==> src/rtl/serial_add_sub_ctrl_pkg.sv <==
// Shared encodings for the bit-serial add/sub controller.
package serial_add_sub_ctrl_pkg;

  typedef enum logic [1:0] {
    ST_IDLE = 2'd0,
    ST_RUN  = 2'd1,
    ST_DONE = 2'd2
  } state_t;

  localparam logic OP_ADD = 1'b0;
  localparam logic OP_SUB = 1'b1;

endpackage

==> src/rtl/serial_add_sub_ctrl_full_adder.sv <==
// 1-bit full adder cell shared across all bit positions by the serial controller.
module full_adder (
  input  logic a,
  input  logic b,
  input  logic c_in,
  output logic s_out,
  output logic c_out
);

  always_comb begin
    s_out = a ^ b ^ c_in;
    c_out = (a & b) | (a & c_in) | (b & c_in);
  end

endmodule

==> src/rtl/serial_add_sub_ctrl.sv <==
// Bit-serial adder/subtractor: one full_adder sequenced LSB-first over WIDTH cycles,
// with start/busy/done handshake and held result/carry/overflow registers.
module serial_add_sub_ctrl
  import serial_add_sub_ctrl_pkg::*;
#(
  parameter int unsigned WIDTH = 32
) (
  input  logic             clk,
  input  logic             rst_n,
  input  logic             start_i,
  input  logic             sub_i,
  input  logic [WIDTH-1:0] a_i,
  input  logic [WIDTH-1:0] b_i,
  output logic             busy_o,
  output logic             done_o,
  output logic [WIDTH-1:0] result_o,
  output logic             carry_o,
  output logic             overflow_o
);

  localparam int unsigned CNT_W = $clog2(WIDTH);
  localparam logic [CNT_W-1:0] CNT_LAST = CNT_W'(WIDTH - 1);

  state_t state_q, state_d;

  logic [WIDTH-1:0] a_sh, b_sh, sum_sh;
  logic             carry_q;
  logic [CNT_W-1:0] cnt_q;
  logic             fa_s, fa_c;
  logic             accept, last_bit;

  full_adder u_fa (
    .a     (a_sh[0]),
    .b     (b_sh[0]),
    .c_in  (carry_q),
    .s_out (fa_s),
    .c_out (fa_c)
  );

  // A new request is only taken when not running; DONE accepts like IDLE.
  always_comb begin
    accept   = start_i && ((state_q == ST_IDLE) || (state_q == ST_DONE));
    last_bit = (state_q == ST_RUN) && (cnt_q == CNT_LAST);
  end

  always_ff @(posedge clk or negedge rst_n) begin
    if (!rst_n) begin
      state_q <= ST_IDLE;
    end else begin
      state_q <= state_d;
    end
  end

  always_comb begin
    state_d = state_q;
    case (state_q)
      ST_IDLE: if (accept) state_d = ST_RUN;
      ST_RUN:  if (last_bit) state_d = ST_DONE;
      ST_DONE: state_d = accept ? ST_RUN : ST_IDLE;
      default: state_d = ST_IDLE;
    endcase
  end

  always_comb begin
    busy_o = (state_q == ST_RUN);
    done_o = (state_q == ST_DONE);
  end

  // Subtraction is a + ~b + 1: the +1 enters as the initial carry.
  always_ff @(posedge clk or negedge rst_n) begin
    if (!rst_n) begin
      a_sh    <= '0;
      b_sh    <= '0;
      sum_sh  <= '0;
      carry_q <= 1'b0;
      cnt_q   <= '0;
    end else if (accept) begin
      a_sh    <= a_i;
      b_sh    <= (sub_i == OP_SUB) ? ~b_i : b_i;
      carry_q <= sub_i;
      cnt_q   <= '0;
    end else if (state_q == ST_RUN) begin
      a_sh    <= {1'b0, a_sh[WIDTH-1:1]};
      b_sh    <= {1'b0, b_sh[WIDTH-1:1]};
      sum_sh  <= {fa_s, sum_sh[WIDTH-1:1]};
      carry_q <= fa_c;
      cnt_q   <= last_bit ? '0 : cnt_q + 1'b1;
    end
  end

  // carry_q during the MSB step is the carry into the MSB.
  always_ff @(posedge clk or negedge rst_n) begin
    if (!rst_n) begin
      result_o   <= '0;
      carry_o    <= 1'b0;
      overflow_o <= 1'b0;
    end else if (last_bit) begin
      result_o   <= {fa_s, sum_sh[WIDTH-1:1]};
      carry_o    <= fa_c;
      overflow_o <= carry_q ^ fa_c;
    end
  end

endmodule
==> config.mk <==
export PLATFORM = sky130hd
export DESIGN_NAME = serial_add_sub_ctrl
export DESIGN_NICKNAME = d
export VERILOG_FILES = /design/src/rtl/serial_add_sub_ctrl_pkg.sv /design/src/rtl/serial_add_sub_ctrl_full_adder.sv /design/src/rtl/serial_add_sub_ctrl.sv
export SDC_FILE = /design/constraint.sdc
export NUM_CORES = 1
export LEC_CHECK = 0
export CORE_ASPECT_RATIO = 0.5
export CORE_UTILIZATION = 66
export CTS_BUF_LIST = sky130_fd_sc_hd__clkbuf_8
export DETAILED_ROUTE_END_ITERATION = 10
export DONT_BUFFER_PORTS = 1
export GPL_TIMING_DRIVEN = 0
export MAX_ROUTING_LAYER = met4
export PLACE_DENSITY = 0.82
export SLEW_MARGIN = 10
export SYNTH_ARGS = -nofsm -noshare
export SYNTH_HDL_FRONTEND = slang
export SYNTH_SLANG_ARGS = --single-unit
==> constraint.sdc <==
create_clock -name clk -period 2.3 [get_ports clk]
set_input_delay 0.23 -clock clk [delete_from_list [all_inputs] [get_ports clk]]
set_output_delay 0.23 -clock clk [all_outputs]
set_load 0.02 [all_outputs]
==> flow_summary.ini <==
[timing]
fin_crit_sh_pct = 94.6
final.setup.tns_ns = 0
rsz0062_at_grt = no
worst_slew_pin_slew_ns = 0.476
skew_ns = 0.0136
finalHoldViolCount = 137
whs_ns = -0.528
period_minus_slack_ns = 2.18
slew_violations = 0
timing.slew.headroom_pct = 68.3
setup-violations-final = 0
fmax_mhz = 460

[critical_path]
r2r_slack_ns = 0.12
endpoint_kind = register
max_stage_delay_ns = 0.41
crit_path_start = cnt_q[0]$_DFFE_PN0P_
path_class = reg2reg
cp_top_family = adder cells
cp_data_required_time_ns = 2.63
crit_buf_inv = 2
crit_path_frequent_cell = ha_1
start_kind = register
rr_endpoint = result_o[26]$_DFFE_PN0P_
cp_max_fo = 10
reg2reg_depth = 7
r2r-start = cnt_q[0]$_DFFE_PN0P_
worst_path_max_delay_cell = dfrtp_1
arrival_ns = 2.50
crit_chain = ha_1 > and3_1 > ha_1 > nand3b_1 > buf_2 > clkbuf_4 > mux2_2

[final_layout]
post_layout_nonfiller_instances = 811
drive_gt1_share_pct = 14.3
final_nets = 752
diodes = 0
area_growth_pct = 17.0

[synth]
syn-cell-area_mm2 = 0.00595
synth.area.mux_share_pct = 6.25
synth_simple_gate_area_share_pct = 19.1
synth.avg_cell_area_um2 = 9.71
synth_edf_count = 0
async_flop_share_pct = 100
synth_top_family_by_area = simple AND/OR/NAND/NOR gates
synth_compound_area_share_pct = 7.84
synth_fp_nets = 684
yosys.area_share.xor_xnor_pct = 4.86
synth_warnings = 0
ys_ff_latch = 137
synth_ff_type = dfrtp_1
synth_seq_area_share_pct = 57.6
synthAdderAreaFrac_pct = 0.757
synth.distinct_cells = 30
syn_inst = 613

[floorplan]
die_h_um = 69.1
start_util_pct = 68.1
die_area_mm2 = 0.00942
fp.coreArea_mm2 = 0.00874
die_w_um = 136
num_rows = 24
num_io_pins = 104

[clock_tree]
insertion_delay_ns = 0.45
numCtsBuffers = 17
cts_tree = done
clock_sinks = 137
clk_pin_slew_ns = 0.08
htreeDepth = 4
clockBufferDepth = 2
hold_buffers = 49
cts_root_buf = clkbuf_8
postCtsSetupBuffers = 0

[place]
hpwl_um = 8050
placedCellCount = 730
place_congestion = 0.782
io_buffers = 0

[global_routing]
grt_pass1_wl_um = 23500
grt_pass1_vias = 4860
overflow = 0
grt_start_max_net_pins = 138
grt_use_total_pct = 34.4
antenna_found_initial = 0

[detailed_routing]
post_drt_wl_per_cell_um = 17.6
vias = 4739
ant_nets = 0
drt_iter0_markers = 434
drc = 0
via_per_inst = 5.84
drt_wl_total_um = 14300
drtPass1Iterations = 5

[job]
max_cap_viol_count = 0

[outcome]
status = finished, violations left
violations = negative hold slack

[pwr]
cellLeakagePower_uw = 0.00338
p_per_area_mw_per_mm2 = 1170
ir_drop_v = 0.000669

[worst_hold_path]
hold_class = in2async
-- worst max-delay path by stage --
stage | cells past startpoint | end
finish | 7 | result_o[26]$_DFFE_PN0P_
global route | 7 | result_o[26]$_DFFE_PN0P_
CTS | 7 | result_o[20]$_DFFE_PN0P_
detailed placement | 7 | result_o[20]$_DFFE_PN0P_
global placement | 7 | result_o[23]$_DFFE_PN0P_
floorplan | 7 | result_o[10]$_DFFE_PN0P_
-- power breakdown --
part | total, uW | switching (uW) | internal [uW]
Clock | 1840 | 1050 | 785
Combinational | 2130 | 1220 | 913
Sequential | 4170 | 814 | 3360
-- metrics by stage --
stage,instance area (um2),setup slack (ns),hold WS [ns],total power (uW),util (%)
after global routing,6960,0.0126,-0.572,8650,79.6
after floorplan,5950,0.354,-0.0656,5570,-
final,6960,0.125,-0.528,8140,79.6
after CTS,6950,0.0797,-0.549,8040,79.6
after global placement,6100,0.144,-0.0638,5980,69.8
after detailed placement,6100,0.0793,-0.0642,6140,69.8
-- cell usage in the layout, fill, tap and decap left out, types with 3 or more instances in the layout --
master,count
a21oi_1,4
xnor2_1,6
a221o_1,5
dlygate4sd3_1,49
xor2_1,27
inv_6,8
dfrtp_1,137
clkinv_4,4
clkbuf_8,17
nand2_1,209
o21ai_0,3
nand3_1,4
clkbuf_4,3
clkbuf_1,10
mux2_2,33
a31oi_1,55
buf_2,28
nor2_1,64
-- final cells by class --
| class | instances | area (um2) |
|---|---|---|
| clock inverters | 15 | 131 |
| inverters | 2 | 7.51 |
| repair buffers | 49 | 490 |
| clock buffers | 17 | 234 |
| fillers | 540 | 1780 |
| plain buffers | 43 | 215 |
| well taps | 117 | 146 |
| flip-flops and latches | 137 | 3430 |
| multi-input cells | 431 | 2310 |
-- layer usage --
metal	share of wire (%)	vias to the layer above	GRT usage (%)
li1	-	2160	-
met1	41	2282	43.0
met2	47	240	51.1
met3	7.8	57	10.1
met4	3.9	0	18.0
met5	0	-	-
-- Yosys cell counts (2+ instances only) --
master,number,area share (%)
o21ai_0,3,0.25
a31oi_1,55,5.8
nand3b_1,2,0.25
o22ai_1,2,0.21
clkbuf_1,10,0.63
buf_4,2,0.25
ha_1,2,0.42
nor2_1,64,4.0
nand2b_1,2,0.21
a22o_1,2,0.29
mux2_2,33,6.2
xor2_1,27,4.0
nor3_1,2,0.17
a21oi_1,4,0.34
nor2b_1,2,0.21
xnor2_1,6,0.88
nand3_1,4,0.34
buf_2,31,2.6
dfrtp_1,137,58
a221o_1,5,0.84
nand2_1,209,13
-- timing repair --
| action | in CTS | in global routing |
|---|---|---|
| setup endpoints to repair | 0 | 27 |
| hold endpoints to repair | 186 | 137 |
| resized for setup | 0 | 3 |
-- state kept, by name, indices dropped and copies added, names as in the netlist --
signal	flops
state_q	2
cnt_q	5
b_sh	32
a_sh	32
overflow_o	1
carry_q	1
result_o	32
carry_o	1
sum_sh	31
-- logic make-up after synthesis --
| family | count (synthesis) |
|---|---|
| adders and majority gates | 3 |
| buffers and inverters | 45 |
| xor gates and xnor gates | 33 |
| DFF | 137 |
| AOI/OAI and AO/OA | 72 |
| muxes | 33 |
| and+or+nand+nor | 290 |
Power figures use the tool's default switching activity.
